===== src/rtl/servant_mem_arb_pkg.sv =====
// Shared definitions for the servant memory arbiter: FSM states, owner codes
// and the default read data returned on a watchdog termination.
package servant_mem_arb_pkg;

  typedef enum logic {
    IDLE = 1'b0,
    BUSY = 1'b1
  } state_t;

  // Owner codes are one-hot so the registered owner can drive o_grant directly
  localparam logic [1:0] OWN_NONE = 2'b00;
  localparam logic [1:0] OWN_M0   = 2'b01;
  localparam logic [1:0] OWN_M1   = 2'b10;

  localparam logic [31:0] ERR_DATA_DEFAULT = 32'hDEADBEEF;
  localparam int unsigned WDOG_W           = 8;

endpackage


===== src/rtl/servant_mem_arb_wdog.sv =====
// Watchdog counter for a granted transfer: counts enabled cycles and flags the
// last permitted cycle before the transfer must be terminated.
module servant_mem_arb_wdog
  import servant_mem_arb_pkg::*;
#(
  parameter int unsigned LIMIT = 15
) (
  input  logic clk,
  input  logic rst_n,
  input  logic clr,
  input  logic en,
  output logic expire
);

  localparam logic [WDOG_W-1:0] LAST = WDOG_W'(LIMIT - 1);

  logic [WDOG_W-1:0] cnt;

  always_ff @(posedge clk or negedge rst_n) begin
    if (!rst_n) begin
      cnt <= '0;
    end else if (clr) begin
      cnt <= '0;
    end else if (en) begin
      cnt <= cnt + 1'b1;
    end
  end

  assign expire = (cnt == LAST);

endmodule


===== src/rtl/servant_mem_arb.sv =====
// Two-master Wishbone arbiter in front of servant_ram: registered grant,
// round-robin or fixed priority, and a watchdog that error-terminates stalls.
module servant_mem_arb
  import servant_mem_arb_pkg::*;
#(
  parameter int unsigned AW       = 32,
  parameter              PRIO     = "RR",
  parameter int unsigned TIMEOUT  = 15,
  parameter logic [31:0] ERR_DATA = ERR_DATA_DEFAULT
) (
  input  logic          i_wb_clk,
  input  logic          i_wb_rst_n,
  input  logic [AW-1:0] i_wb_m0_adr,
  input  logic [31:0]   i_wb_m0_dat,
  input  logic [3:0]    i_wb_m0_sel,
  input  logic          i_wb_m0_we,
  input  logic          i_wb_m0_cyc,
  output logic [31:0]   o_wb_m0_rdt,
  output logic          o_wb_m0_ack,
  input  logic [AW-1:0] i_wb_m1_adr,
  input  logic [31:0]   i_wb_m1_dat,
  input  logic [3:0]    i_wb_m1_sel,
  input  logic          i_wb_m1_we,
  input  logic          i_wb_m1_cyc,
  output logic [31:0]   o_wb_m1_rdt,
  output logic          o_wb_m1_ack,
  output logic [AW-1:0] o_wb_s_adr,
  output logic [31:0]   o_wb_s_dat,
  output logic [3:0]    o_wb_s_sel,
  output logic          o_wb_s_we,
  output logic          o_wb_s_cyc,
  input  logic [31:0]   i_wb_s_rdt,
  input  logic          i_wb_s_ack,
  output logic [1:0]    o_grant,
  output logic          o_timeout
);

  localparam bit FIXED_M0 = (PRIO == "M0");

  state_t     state, state_nxt;
  logic [1:0] owner, owner_nxt;
  logic [1:0] last, last_nxt;

  logic busy, own_m0, own_m1, own_cyc, expire, tmo, done;

  assign busy    = (state == BUSY);
  assign own_m0  = busy && (owner == OWN_M0);
  assign own_m1  = busy && (owner == OWN_M1);
  assign own_cyc = (own_m0 && i_wb_m0_cyc) || (own_m1 && i_wb_m1_cyc);
  // A real slave ack on the expiry cycle takes precedence over the timeout
  assign tmo     = own_cyc && expire && !i_wb_s_ack;
  assign done    = own_cyc && (i_wb_s_ack || tmo);

  servant_mem_arb_wdog #(
    .LIMIT (TIMEOUT)
  ) u_wdog (
    .clk    (i_wb_clk),
    .rst_n  (i_wb_rst_n),
    .clr    (!busy),
    .en     (busy && !i_wb_s_ack),
    .expire (expire)
  );

  always_ff @(posedge i_wb_clk or negedge i_wb_rst_n) begin
    if (!i_wb_rst_n) begin
      state <= IDLE;
      owner <= OWN_NONE;
      last  <= OWN_M1;
    end else begin
      state <= state_nxt;
      owner <= owner_nxt;
      last  <= last_nxt;
    end
  end

  always_comb begin
    state_nxt = state;
    owner_nxt = owner;
    last_nxt  = last;
    case (state)
      IDLE: begin
        if (i_wb_m0_cyc || i_wb_m1_cyc) begin
          state_nxt = BUSY;
          if (i_wb_m0_cyc && i_wb_m1_cyc) begin
            owner_nxt = (FIXED_M0 || (last == OWN_M1)) ? OWN_M0 : OWN_M1;
          end else begin
            owner_nxt = i_wb_m0_cyc ? OWN_M0 : OWN_M1;
          end
        end
      end
      BUSY: begin
        if (!own_cyc) begin
          // Abort: release the slave without touching the fairness history
          state_nxt = IDLE;
          owner_nxt = OWN_NONE;
        end else if (done) begin
          state_nxt = IDLE;
          owner_nxt = OWN_NONE;
          last_nxt  = owner;
        end
      end
      default: begin
        state_nxt = IDLE;
        owner_nxt = OWN_NONE;
      end
    endcase
  end

  always_comb begin
    o_wb_s_adr  = '0;
    o_wb_s_dat  = '0;
    o_wb_s_sel  = '0;
    o_wb_s_we   = 1'b0;
    o_wb_m0_rdt = '0;
    o_wb_m0_ack = 1'b0;
    o_wb_m1_rdt = '0;
    o_wb_m1_ack = 1'b0;
    o_wb_s_cyc  = own_cyc && !tmo;
    o_timeout   = tmo;
    if (own_m0) begin
      o_wb_s_adr  = i_wb_m0_adr;
      o_wb_s_dat  = i_wb_m0_dat;
      o_wb_s_sel  = i_wb_m0_sel;
      o_wb_s_we   = i_wb_m0_we;
      o_wb_m0_rdt = tmo ? ERR_DATA : i_wb_s_rdt;
      o_wb_m0_ack = done;
    end else if (own_m1) begin
      o_wb_s_adr  = i_wb_m1_adr;
      o_wb_s_dat  = i_wb_m1_dat;
      o_wb_s_sel  = i_wb_m1_sel;
      o_wb_s_we   = i_wb_m1_we;
      o_wb_m1_rdt = tmo ? ERR_DATA : i_wb_s_rdt;
      o_wb_m1_ack = done;
    end
  end

  assign o_grant = owner;

endmodule


===== config.mk =====
export PLATFORM = sky130hd
export DESIGN_NAME = servant_mem_arb
export DESIGN_NICKNAME = d
export VERILOG_FILES = /design/src/rtl/servant_mem_arb_pkg.sv /design/src/rtl/servant_mem_arb_wdog.sv /design/src/rtl/servant_mem_arb.sv
export SDC_FILE = /design/constraint.sdc
export NUM_CORES = 1
export LEC_CHECK = 0
export CORE_AREA = 2 2 120 122
export CTS_CLUSTER_SIZE = 20
export DETAILED_ROUTE_END_ITERATION = 8
export DIE_AREA = 0 0 122 124
export GPL_TIMING_DRIVEN = 0
export HOLD_SLACK_MARGIN = 0.03
export RECOVER_POWER = 50
export SETUP_SLACK_MARGIN = 0.02
export SYNTH_ARGS = -nofsm -noshare
export SYNTH_HDL_FRONTEND = slang
export SYNTH_HIERARCHICAL = 1
export SYNTH_SLANG_ARGS = --single-unit

===== constraint.sdc =====
create_clock -name i_wb_clk -period 2.95 [get_ports i_wb_clk]
set_clock_uncertainty 0.05 [all_clocks]
set_input_delay 0.7375 -clock i_wb_clk [delete_from_list [all_inputs] [get_ports i_wb_clk]]
set_output_delay 0.7375 -clock i_wb_clk [all_outputs]
set_load 0.05 [all_outputs]

==> results of run 1 <==
-- power by group --
group	switching [uW]	internal, uW
Combinational	1320	741
Clock	79.5	183
Sequential	21.7	201
Total	1420	1120
-- layer usage --
metal | GRT usage | up-vias | wire, um
met4 | 0.02874 | 0 | 116
met5 | 0 | - | 0
met2 | 0.3244 | 216 | 7970
met1 | 0.2808 | 1722 | 7285
met3 | 0.1250 | 9 | 2851
li1 | - | 1692 | -
-- area by class of cell --
| cell class | instances | area share |
|---|---|---|
| plain buffers | 32 | 0.04445 |
| repair buffers | 336 | 0.5228 |
| flip-flops and latches | 13 | 0.05150 |
| well taps | 180 | 0.03525 |
| inverters | 31 | 0.01860 |
| multi-input cells | 192 | 0.3143 |
| clock buffers | 4 | 0.01234 |
| diodes | 2 | 0.0007832 |
-- path summary, 6_finish.rpt --
path                                      startpoint                        end  slack (ns)  cells past startpoint
max                        u_wdog/cnt[0]$_DFFE_PN0P_             o_wb_m0_rdt[7]       -0.15                     11
min                              last[1]$_DFFE_PN1P_        last[1]$_DFFE_PN1P_        0.44                      2
max reg2reg                           busy$_DFF_PN0_  u_wdog/cnt[7]$_DFFE_PN0P_        0.92                      7
min reg2reg                      last[1]$_DFFE_PN1P_        last[1]$_DFFE_PN1P_        0.44                      2
max in group asynchronous                 i_wb_rst_n     o_grant[0]$_DFFE_PN0P_        1.55                      1
min in group asynchronous                 i_wb_rst_n  u_wdog/cnt[4]$_DFFE_PN0P_        0.88                      1
-- registers in the layout (all words and copies together), names as in the netlist --
name	count
last	2
u_wdog/cnt	8
busy	1
o_grant	2
-- metrics by stage --
stage | hold WS, ns | area (um^2) | TNS, ns | std cells | setup WS [ns]
3_5_place_dp | 0.4299 | 5500 | -73.20 | 761 | -1.043
5_1_grt | 0.4658 | 6387 | -7.944 | 789 | -0.2366
6_report | 0.4389 | 6390 | -3.085 | 790 | -0.1477
2_1_floorplan | 0.3919 | 2142 | 0 | 268 | 0.02385
4_1_cts | 0.4409 | 6240 | -7.237 | 782 | -0.2295
3_3_place_gp | 0.4179 | 5500 | -72.95 | 761 | -1.028
-- worst reg2reg max path: stages, from the launching register on --
cell and delay, ns:
dfrtp_1 0.31, buf_2 0.20, inv_1 0.11, nor2_1 0.11, clkbuf_1 0.31, o21ai_0 0.23, or4_1 0.50, a21oi_1 0.15
-- kinds of logic after synthesis --
kind of cell	share of synthesized area
flip-flops	0.1670
XOR/XNOR	0.01792
adder cells (fa/ha/maj)	0.01279
AO/OA/AOI/OAI	0.4926
buffers and inverters	0.1523
AND/OR/NAND/NOR	0.1574
-- what timing repair did --
item | 4_1_cts | 5_1_grt
resized for setup | 809 | 115
endpoints found under the hold margin | 0 | 0
endpoints found under the setup margin | 137 | 130
pin swaps | 52 | 7
gates cloned | 7 | 0
buffers inserted | 10 | 8
-- layout by cell type (no fill, tap or decap), drive strengths merged, types with 2 or more instances in the layout --
cell type      count
nand2              3
nand3b             3
nor2               9
o22ai              2
or4                2
inv               31
buf              130
ha                 2
o31ai              2
o21ai              4
nand4              2
and3b              4
diode              2
clkdlybuf4s15     13
nor3               2
dfrtp             12
nand3              3
and3              18
clkdlybuf4s50    172
xor2               3
a211oi             3
a21oi             53
a22o              69
clkbuf            55
==> out/metrics.cfg, run 1 <==
[timing]
setup_slack_ns=-0.1477
finalHoldViolations=0
fin_crit_ns=3.098
post-route-period-util=1.050
setup_viol=55
maxSlewHeadroom=0.6090
max_slew.worst_pin.slew_ns=0.5845
fmaxAchievable_mhz=322.8
rsz0062_at_grt=yes
slew_violations=0

[placed_design]
gp_congestion=0.8963
port_buffers=313
hpwl_um=14700

[setup_path]
start_kind=flip-flop
cp_cell_sequence=inv_2, ha_4, nand4b_1, nor4_4, buf_4, o2111ai_4, buf_8, buf_12, buf_12, a21oi_4, buf_6
crit_family=buffers and inverters
cp.arrival_ns=2.31
crit_buf_inv=6
critPathCaptureType=primary output
cp_common_cell=buf_12
crit_required_ns=2.16
cp_slowest_stage_delay_ns=0.40
slowest_stage=dfrtp_2
worstSetupPathType=flip-flop to primary output
cp_max_fo=5

[clocking]
clock_latency_ns=0.25
cts_tree=yes
htreeDepth=1
cts_made_buffers=3
clk_pin_slew_ns=0.04
clock_sinks=13
clockRootBuffer=clkbuf_16
cts.path.max_buffers=2
hold_buffers=0

[cells_and_area]
post-route-util=0.4658
num-nets-final=786
fill_cells=1278
syn_to_final_growth_pct=226.7
multi_input_comb_area_mm2=0.002008
ff_latch_area_um2=329.1
drive_gt1_frac=0.4490

[yosys]
netlist.top_cell.by_area=a22o_1
synthTopCellsByCount=69 x a22o_1, 53 x a21oi_1, 31 x inv_1
synth_edf_count=0
synthFlopType=dfrtp_1
synth_most_common_cell=a22o_1
synthTopCellsByArea=a22o_1 31%, dfrtp_1 15%, a21oi_1 14%
yosysUniqueCellTypes=34
ys_ff_latch=13
synthCells=268
yosysTopAreaCellShare=0.3090
async_reset_ff_frac=1.000
synth_nets=445
ys_seq_area_frac=0.1670
syn_area_mm2=0.001956
synth-warning-count=6
synth.avg_cell_area_um2=7.297

[global_routing]
gr-total-overflow=0
grt_pass1_wl_um=23820
antenna_found_initial=2
grtUsageTotal=0.2182
grt_max_degree=14
grt_pass1_vias=3645

[pwr]
vdd_drop_max_mv=0.3028
power_density_mw_per_mm2=397.7
finalPower_uw=2541
p_leak_uw=0.002743

[routing]
postRouteWirelength_um=18220
dr.pass1.iters=4
viasPerCell=4.606
wl_per_cell_um=23.07
dr_total_vias=3639
detail-route-antenna-nets=0
drcViolationCount=0
drt_iter0_drc=235

[status]
violations=negative setup slack
outcome=finished, violations left

[die]
die_x_um=122
ios=314
core_area_mm2=0.01372
dieArea_mm2=0.01513
die_h_um=124
initial_utilization=0.1425
num_rows=43

[worst_hold_path]
hold_class=flip-flop to flip-flop

[run]
cap_violations=0

Power figures use the tool's default switching activity.
==> inputs of run 2 (changes only) <==
--- a/config.mk
+++ b/config.mk
@@ -5,15 +5,14 @@
 export SDC_FILE = /design/constraint.sdc
 export NUM_CORES = 1
 export LEC_CHECK = 0
-export CORE_AREA = 2 2 120 122
+export CORE_AREA = 2 2 122 124
 export CTS_CLUSTER_SIZE = 20
 export DETAILED_ROUTE_END_ITERATION = 8
-export DIE_AREA = 0 0 122 124
+export DIE_AREA = 0 0 124 126
 export GPL_TIMING_DRIVEN = 0
 export HOLD_SLACK_MARGIN = 0.03
 export RECOVER_POWER = 50
 export SETUP_SLACK_MARGIN = 0.02
 export SYNTH_ARGS = -nofsm -noshare
 export SYNTH_HDL_FRONTEND = slang
-export SYNTH_HIERARCHICAL = 1
 export SYNTH_SLANG_ARGS = --single-unit
==> out/metrics.cfg, run 2 <==
[cells_and_area]
drive_gt1_frac=0.4759  ; +0.02685
num-nets-final=758  ; -3.6%
syn_to_final_growth_pct=233.4
layout_common_cells=171 x clkdlybuf4s50_1, 60 x nor2_4, 59 x a22o_1
final_area_mm2=0.006091  ; -4.7%
n_antenna_cell=0  ; -2
fill_cells=1429  ; +12%
largest_reg_flops=8  ; unchanged
final_common_cell=clkdlybuf4s50_1
stdcell_count=764  ; -3.3%
post-route-util=0.4255  ; -0.04023
top_register=u_wdog.cnt

[placed_design]
port_buffers=312  ; -0.32%
hpwl_um=10810  ; -26%
dp_cells=751  ; -1.3%
dpl_cell_area_mm2=0.005602  ; +1.8%
gp_congestion=0.9758  ; +8.9%

[routing]
detail-route-antenna-nets=0  ; unchanged
postRouteWirelength_um=12970  ; -29%
viasPerCell=4.260  ; -7.5%
dr_total_vias=3255  ; -11%
drt_iter0_drc=77  ; -67%
drcViolationCount=0  ; unchanged
dr.pass1.iters=4  ; unchanged
wl_per_cell_um=16.97  ; -26%

[die]
ios=314  ; unchanged
die_h_um=126  ; +1.6%
initial_utilization=0.1276  ; -0.01492
core_area_mm2=0.01431  ; +4.3%
die_x_um=124  ; +1.6%
num_rows=44  ; +2.3%
dieArea_mm2=0.01562  ; +3.3%

[global_routing]
grt_pass1_wl_um=18130  ; -24%
grt_pass1_vias=3306  ; -9.3%
antenna_found_initial=0  ; -2
grtUsageTotal=0.1487  ; -0.06955
grt_max_degree=14  ; unchanged
gr-total-overflow=0  ; unchanged

[yosys]
syn_area_mm2=0.001827  ; -6.6%
synthTopCellsByCount=76 x nor2_1, 69 x a22o_1, 26 x and2_1
yosysUniqueCellTypes=33  ; -2.9%
synth_edf_count=0  ; unchanged
synth_most_common_cell=nor2_1
synthCells=255  ; -4.9%
netlist.top_cell.by_area=a22o_1
synthTopCellsByArea=a22o_1 33%, dfrtp_1 16%, nor2_1 16%
synth_nets=432  ; -2.9%
yosysTopAreaCellShare=0.3308  ; +0.02180
synthFlopType=dfrtp_1
ys_ff_latch=13  ; unchanged
async_reset_ff_frac=1.000  ; unchanged
synth.avg_cell_area_um2=7.164  ; -1.8%
ys_seq_area_frac=0.1788  ; +0.01178
synth-warning-count=0  ; -6

[setup_path]
cp.arrival_ns=2.21  ; -0.10 ns
cp-endpoint=o_wb_m0_rdt[29]
cp_max_fo=8  ; +3
reg2reg_depth=5  ; -2
r2r_setup_slack_ns=1.27  ; +0.35 ns
crit_required_ns=2.16  ; about the same
cp_slowest_stage_delay_ns=0.47  ; +0.07 ns
reg2reg_to=busy$_DFF_PN0_
start_kind=flip-flop
cp_cell_sequence=inv_1, ha_2, or4b_4, a211oi_4, buf_8, buf_4, nor2_4, and2_4, buf_6
startpoint=u_wdog.cnt[0]$_DFFE_PN0P_
critPathCaptureType=primary output
regToRegStartpoint=o_grant[1]$_DFFE_PN0P_
slowest_stage=or4b_4
worstSetupPathType=flip-flop to primary output

[timing]
setup_slack_ns=-0.04915  ; +0.09856 ns
finalHoldViolations=0  ; unchanged
maxSlewHeadroom=0.6061  ; -0.002901
post-route-period-util=1.017  ; -0.03341
rsz0062_at_grt=yes
fin_crit_ns=2.999  ; -0.09856 ns
fmaxAchievable_mhz=333.4  ; +3.3%
setup_viol=46  ; -16%
slew_violations=0  ; unchanged
max_slew.worst_pin.slew_ns=0.5908  ; +0.006280 ns
whs_ns=0.4127  ; -0.02618 ns

[clocking]
clockRootBuffer=clkbuf_16
clk_pin_slew_ns=0.04  ; about the same
hold_buffers=0  ; unchanged
cts_tree=yes
clock_sinks=13  ; unchanged
htreeDepth=1  ; unchanged
cts_made_buffers=3  ; unchanged
cts.path.max_buffers=2  ; unchanged
clock_latency_ns=0.25  ; about the same

[pwr]
power_density_mw_per_mm2=582.4  ; +46%
p_leak_uw=0.002475  ; -9.7%
finalPower_uw=3547  ; +40%
vdd_drop_max_mv=0.2487  ; -18%

[status]
outcome=finished, violations left
violations=negative setup slack

[run]
cap_violations=0  ; unchanged

[worst_hold_path]
hold_class=flip-flop to flip-flop

[run 2: changes by cell type after synthesis, moves of 5 or more]
| cell | before | now |
|---|---|---|
| a21oi_1 | 53 | 4 |
| and2_1 | 0 | 26 |
| and3_1 | 18 | 1 |
| buf_2 | 19 | 4 |
| clkbuf_1 | 6 | 19 |
| inv_1 | 31 | 3 |
| nor2_1 | 9 | 76 |
| xnor2_1 | 1 | 6 |
[run 2: critical path, delay by kind of cell (launching register included)]
family / cells / cell delay, ns
buffers and inverters: 4 / 0.54
flip-flops: 1 / 0.37
AO/OA/AOI/OAI: 1 / 0.19
AND/OR/NAND/NOR: 3 / 0.69
adder cells (fa/ha/maj): 1 / 0.17
[run 2: kinds of logic after synthesis]
logic type / after synthesis / synth area share
AO/OA/AOI/OAI: 82 / 0.3863
adder cells (fa/ha/maj): 2 / 0.01370
flip-flops: 13 / 0.1788
XOR/XNOR: 7 / 0.03356
AND/OR/NAND/NOR: 122 / 0.3212
buffers and inverters: 29 / 0.06643
[run 2: per-layer routing]
| layer | vias up | part of all wire | track usage |
|---|---|---|---|
| met5 | - | 0 | 0 |
| met4 | 0 | 0.013 | 0.02710 |
| met3 | 15 | 0.077 | 0.02763 |
| met2 | 159 | 0.54 | 0.2883 |
| met1 | 1510 | 0.37 | 0.1665 |
| li1 | 1571 | - | - |
[run 2: where the power goes]
part / switching [uW] / internal [uW] / total [uW]
logic: 1940 / 1100 / 3040
clock network: 77.3 / 182 / 260
registers: 24.2 / 218 / 243
total: 2040 / 1500 / 3550
[run 2: cell type report]
cell class	instances	area [um^2]	area share
timing repair buffer	322	3349	0.5499
multi-input combinational	213	1926	0.3161
inverter	3	11.26	0.001849
sequential	13	326.6	0.05362
tap	184	230.2	0.03780
clock buffer	4	78.83	0.01294
buffer	25	168.9	0.02773
[run 2: worst min-delay path by stage]
stage / endpoint / slack, ns / cells past startpoint / startpoint
global placement: last[0]$_DFFE_PN0P_ / 0.40 / 1 / last[0]$_DFFE_PN0P_
detailed placement: last[1]$_DFFE_PN1P_ / 0.40 / 2 / last[1]$_DFFE_PN1P_
floorplan: busy$_DFF_PN0_ / 0.39 / 0 / i_wb_rst_n
finish: last[1]$_DFFE_PN1P_ / 0.41 / 2 / last[1]$_DFFE_PN1P_
CTS: last[1]$_DFFE_PN1P_ / 0.41 / 2 / last[1]$_DFFE_PN1P_
global route: last[1]$_DFFE_PN1P_ / 0.45 / 2 / last[1]$_DFFE_PN1P_
[run 2: metrics by stage]
step / setup slack, ns / TNS, ns
after global placement: -1.236 / -100.75
after CTS: -0.1112 / -3.904
final: -0.04915 / -1.088
after detailed placement: -1.245 / -102.64
after global routing: -0.1334 / -6.259
after floorplan: -0.1675 / -7.549
[run 2: what timing repair did]
item	in CTS	in global routing
pin swaps	27	14
hold endpoints to repair	0	0
gates resized for setup	784	93
cloned	2	0
setup endpoints to repair	137	137
buffers inserted	4	4
==> inputs of run 3 (changes only) <==
--- a/config.mk
+++ b/config.mk
@@ -5,14 +5,15 @@
 export SDC_FILE = /design/constraint.sdc
 export NUM_CORES = 1
 export LEC_CHECK = 0
-export CORE_AREA = 2 2 122 124
+export CORE_AREA = 2 2 121 123
 export CTS_CLUSTER_SIZE = 20
 export DETAILED_ROUTE_END_ITERATION = 8
-export DIE_AREA = 0 0 124 126
+export DIE_AREA = 0 0 123 125
 export GPL_TIMING_DRIVEN = 0
 export HOLD_SLACK_MARGIN = 0.03
 export RECOVER_POWER = 50
 export SETUP_SLACK_MARGIN = 0.02
 export SYNTH_ARGS = -nofsm -noshare
 export SYNTH_HDL_FRONTEND = slang
+export SYNTH_HIERARCHICAL = 1
 export SYNTH_SLANG_ARGS = --single-unit
==> constraint.sdc (replaced) <==
create_clock -name i_wb_clk -period 3.8 [get_ports i_wb_clk]
set_clock_uncertainty 0.05 [all_clocks]
set_input_delay 0.95 -clock i_wb_clk [delete_from_list [all_inputs] [get_ports i_wb_clk]]
set_output_delay 0.95 -clock i_wb_clk [all_outputs]
set_load 0.05 [all_outputs]
==> out/metrics.cfg, run 3 (synthesized netlist as in run 1, its figures left out) <==
[status]
outcome=finished, final reports clean

[timing]
fmaxAchievable_mhz=270.3
maxSlewHeadroom=0.4918  ; -0.1143
setup_viol=0  ; -100%
post-route-period-util=0.9736
rsz0062_at_grt=yes
setup_slack_ns=0.1003  ; +0.1495 ns
max_slew.worst_pin.slew_ns=0.7655  ; +0.1747 ns
slew_violations=0  ; unchanged
finalHoldViolations=0  ; unchanged
fin_crit_ns=3.700
final.setup.tns_ns=0  ; +1.088 ns
whs_ns=0.4320  ; +0.01927 ns

[routing]
detail-route-antenna-nets=0  ; unchanged
wl_per_cell_um=18.60  ; +9.6%
drt_iter0_drc=136  ; +77%
postRouteWirelength_um=14300  ; +10%
dr.pass1.iters=5  ; +1
drcViolationCount=0  ; unchanged
viasPerCell=4.436  ; +4.1%
dr_total_vias=3411  ; +4.8%

[setup_path]
crit_family=buffers and inverters
start_kind=primary input
cp_cell_sequence=clkdlybuf4s50_1, or2_2, and3_1, clkdlybuf4s50_1
reg2reg_depth=7  ; +2
reg2reg_to=u_wdog/cnt[7]$_DFFE_PN0P_
slowest_stage=clkdlybuf4s50_1
critPathCaptureType=primary output
cp_common_cell=clkdlybuf4s50_1
r2r_setup_slack_ns=1.78  ; +0.51 ns
cp_max_fo=6  ; -2
cp.arrival_ns=2.70  ; +0.49 ns
crit_buf_inv=2  ; -2
regToRegStartpoint=busy$_DFF_PN0_
worstSetupPathType=primary input to primary output
cp_slowest_stage_delay_ns=0.71  ; +0.24 ns
crit_required_ns=2.80  ; +0.64 ns

[worst_hold_path]
worstHoldStart=last[1]$_DFFE_PN1P_
holdPathEnd=last[1]$_DFFE_PN1P_
hold_class=flip-flop to flip-flop
min_delay_path_depth=2  ; unchanged

[global_routing]
gr-total-overflow=0  ; unchanged
grtUsageTotal=0.1661  ; +0.01739
grt_pass1_wl_um=19540  ; +7.8%
grt_pass1_vias=3304  ; -0.060%
antenna_found_initial=0  ; unchanged
grt_max_degree=14  ; unchanged

[cells_and_area]
syn_to_final_growth_pct=163.7
top_register=u_wdog/cnt
final_common_cell=clkdlybuf4s50_1
drive_gt1_frac=0.1761  ; -0.2998
n_antenna_cell=0  ; unchanged
num-nets-final=763  ; +0.66%
ff_latch_area_um2=326.6  ; unchanged
layout_common_cells=193 x clkdlybuf4s50_1, 69 x a22o_1, 51 x a21oi_1
multi_input_comb_area_mm2=0.001366  ; -29%
largest_reg_flops=8  ; unchanged
fill_cells=1514  ; +5.9%

[pwr]
vdd_drop_max_mv=0.1679  ; -32%
power.switching_uw=970.3  ; -53%
p_leak_uw=0.002441  ; -1.4%
seq_power_share=0.100  ; +0.032
swShare=0.5538  ; -0.02269
share_clk_of_total_power=0.116  ; +0.043
power_frac_comb=0.784  ; -0.074
p_int_uw=781.8  ; -48%
power_density_mw_per_mm2=339.7  ; -42%

[die]
core_area_mm2=0.01420  ; -0.77%
die_x_um=123  ; -0.81%
initial_utilization=0.1377  ; +0.01006
ios=314  ; unchanged
dieArea_mm2=0.01538  ; -1.6%
num_rows=44  ; unchanged
die_h_um=125  ; -0.79%

[clocking]
htreeDepth=1  ; unchanged
cts.path.max_buffers=2  ; unchanged
clockRootBuffer=clkbuf_16
clock_latency_ns=0.25  ; about the same
clock_sinks=13  ; unchanged
cts_made_buffers=3  ; unchanged
cts_tree=yes
clk_pin_slew_ns=0.05  ; about the same

[placed_design]
port_buffers=313  ; +0.32%
pre_cts_ws_ns=-0.7203  ; +0.5250 ns
hpwl_um=11930  ; +10%
gp_congestion=0.8745  ; -10%

[run]
cap_violations=0  ; unchanged

## run 3: worst register-to-register path: stages, from the launching register on
cell and delay [ns]:
dfrtp_1 0.31, buf_2 0.20, inv_1 0.11, nor2_1 0.11, clkbuf_1 0.30, o21ai_0 0.23
or4_1 0.50, a21oi_1 0.14
## run 3: metrics by stage
stage | std cells | total power [uW] | cell area (um^2) | utilization
2_1_floorplan | 268 | 1028 | 1956 | -
3_3_place_gp | 765 | 1617 | 5319 | 0.3745
3_5_place_dp | 765 | 1624 | 5319 | 0.3745
4_1_cts | 769 | 1791 | 5195 | 0.3658
5_1_grt | 769 | 1822 | 5157 | 0.3631
6_report | 769 | 1752 | 5157 | 0.3631
## run 3: worst max-delay path by stage
stage	from	depth (start not counted)	to	slack, ns
final	i_wb_s_ack	4	o_wb_m1_ack	0.10
after detailed placement	i_wb_m0_cyc	6	o_wb_m0_rdt[29]	-0.72
after floorplan	u_wdog/cnt[0]$_DFFE_PN0P_	8	o_wb_m0_rdt[23]	0.19
after global routing	u_wdog/cnt[0]$_DFFE_PN0P_	7	o_wb_m1_ack	0.009
after global placement	i_wb_m0_cyc	6	o_wb_m0_rdt[29]	-0.67
after CTS	i_wb_m1_cyc	7	o_wb_m0_rdt[3]	0.02
## run 3: what timing repair did
item	in CTS	in global routing
hold endpoints to repair	0	0
endpoints found under the setup margin	71	74
hold buffers	0	0
resized for setup	292	118
setup buffers	0	0
pin swaps	0	0
## run 3: layout make-up
class | instances | share of cell area
Sequential cell | 13 | 0.06332
Clock buffer | 4 | 0.01528
Tap cell | 184 | 0.04464
Timing Repair Buffer | 313 | 0.5529
Multi-Input combinational cell | 192 | 0.2649
Inverter | 31 | 0.02256
Buffer | 32 | 0.03639
## run 3: power groups by stage
stage	logic (uW)	clock network (uW)	registers (uW)
floorplan	841	0	187
global placement	1440	0	176
detailed placement	1450	0	177
CTS	1410	206	176
global route	1440	209	178
finish	1370	204	175
## run 3: metal layers
metal  part of all wire  track usage
met5                  0            0
met4              0.010      0.02273
met3              0.091      0.03193
met2               0.49       0.2948
met1               0.41       0.2114
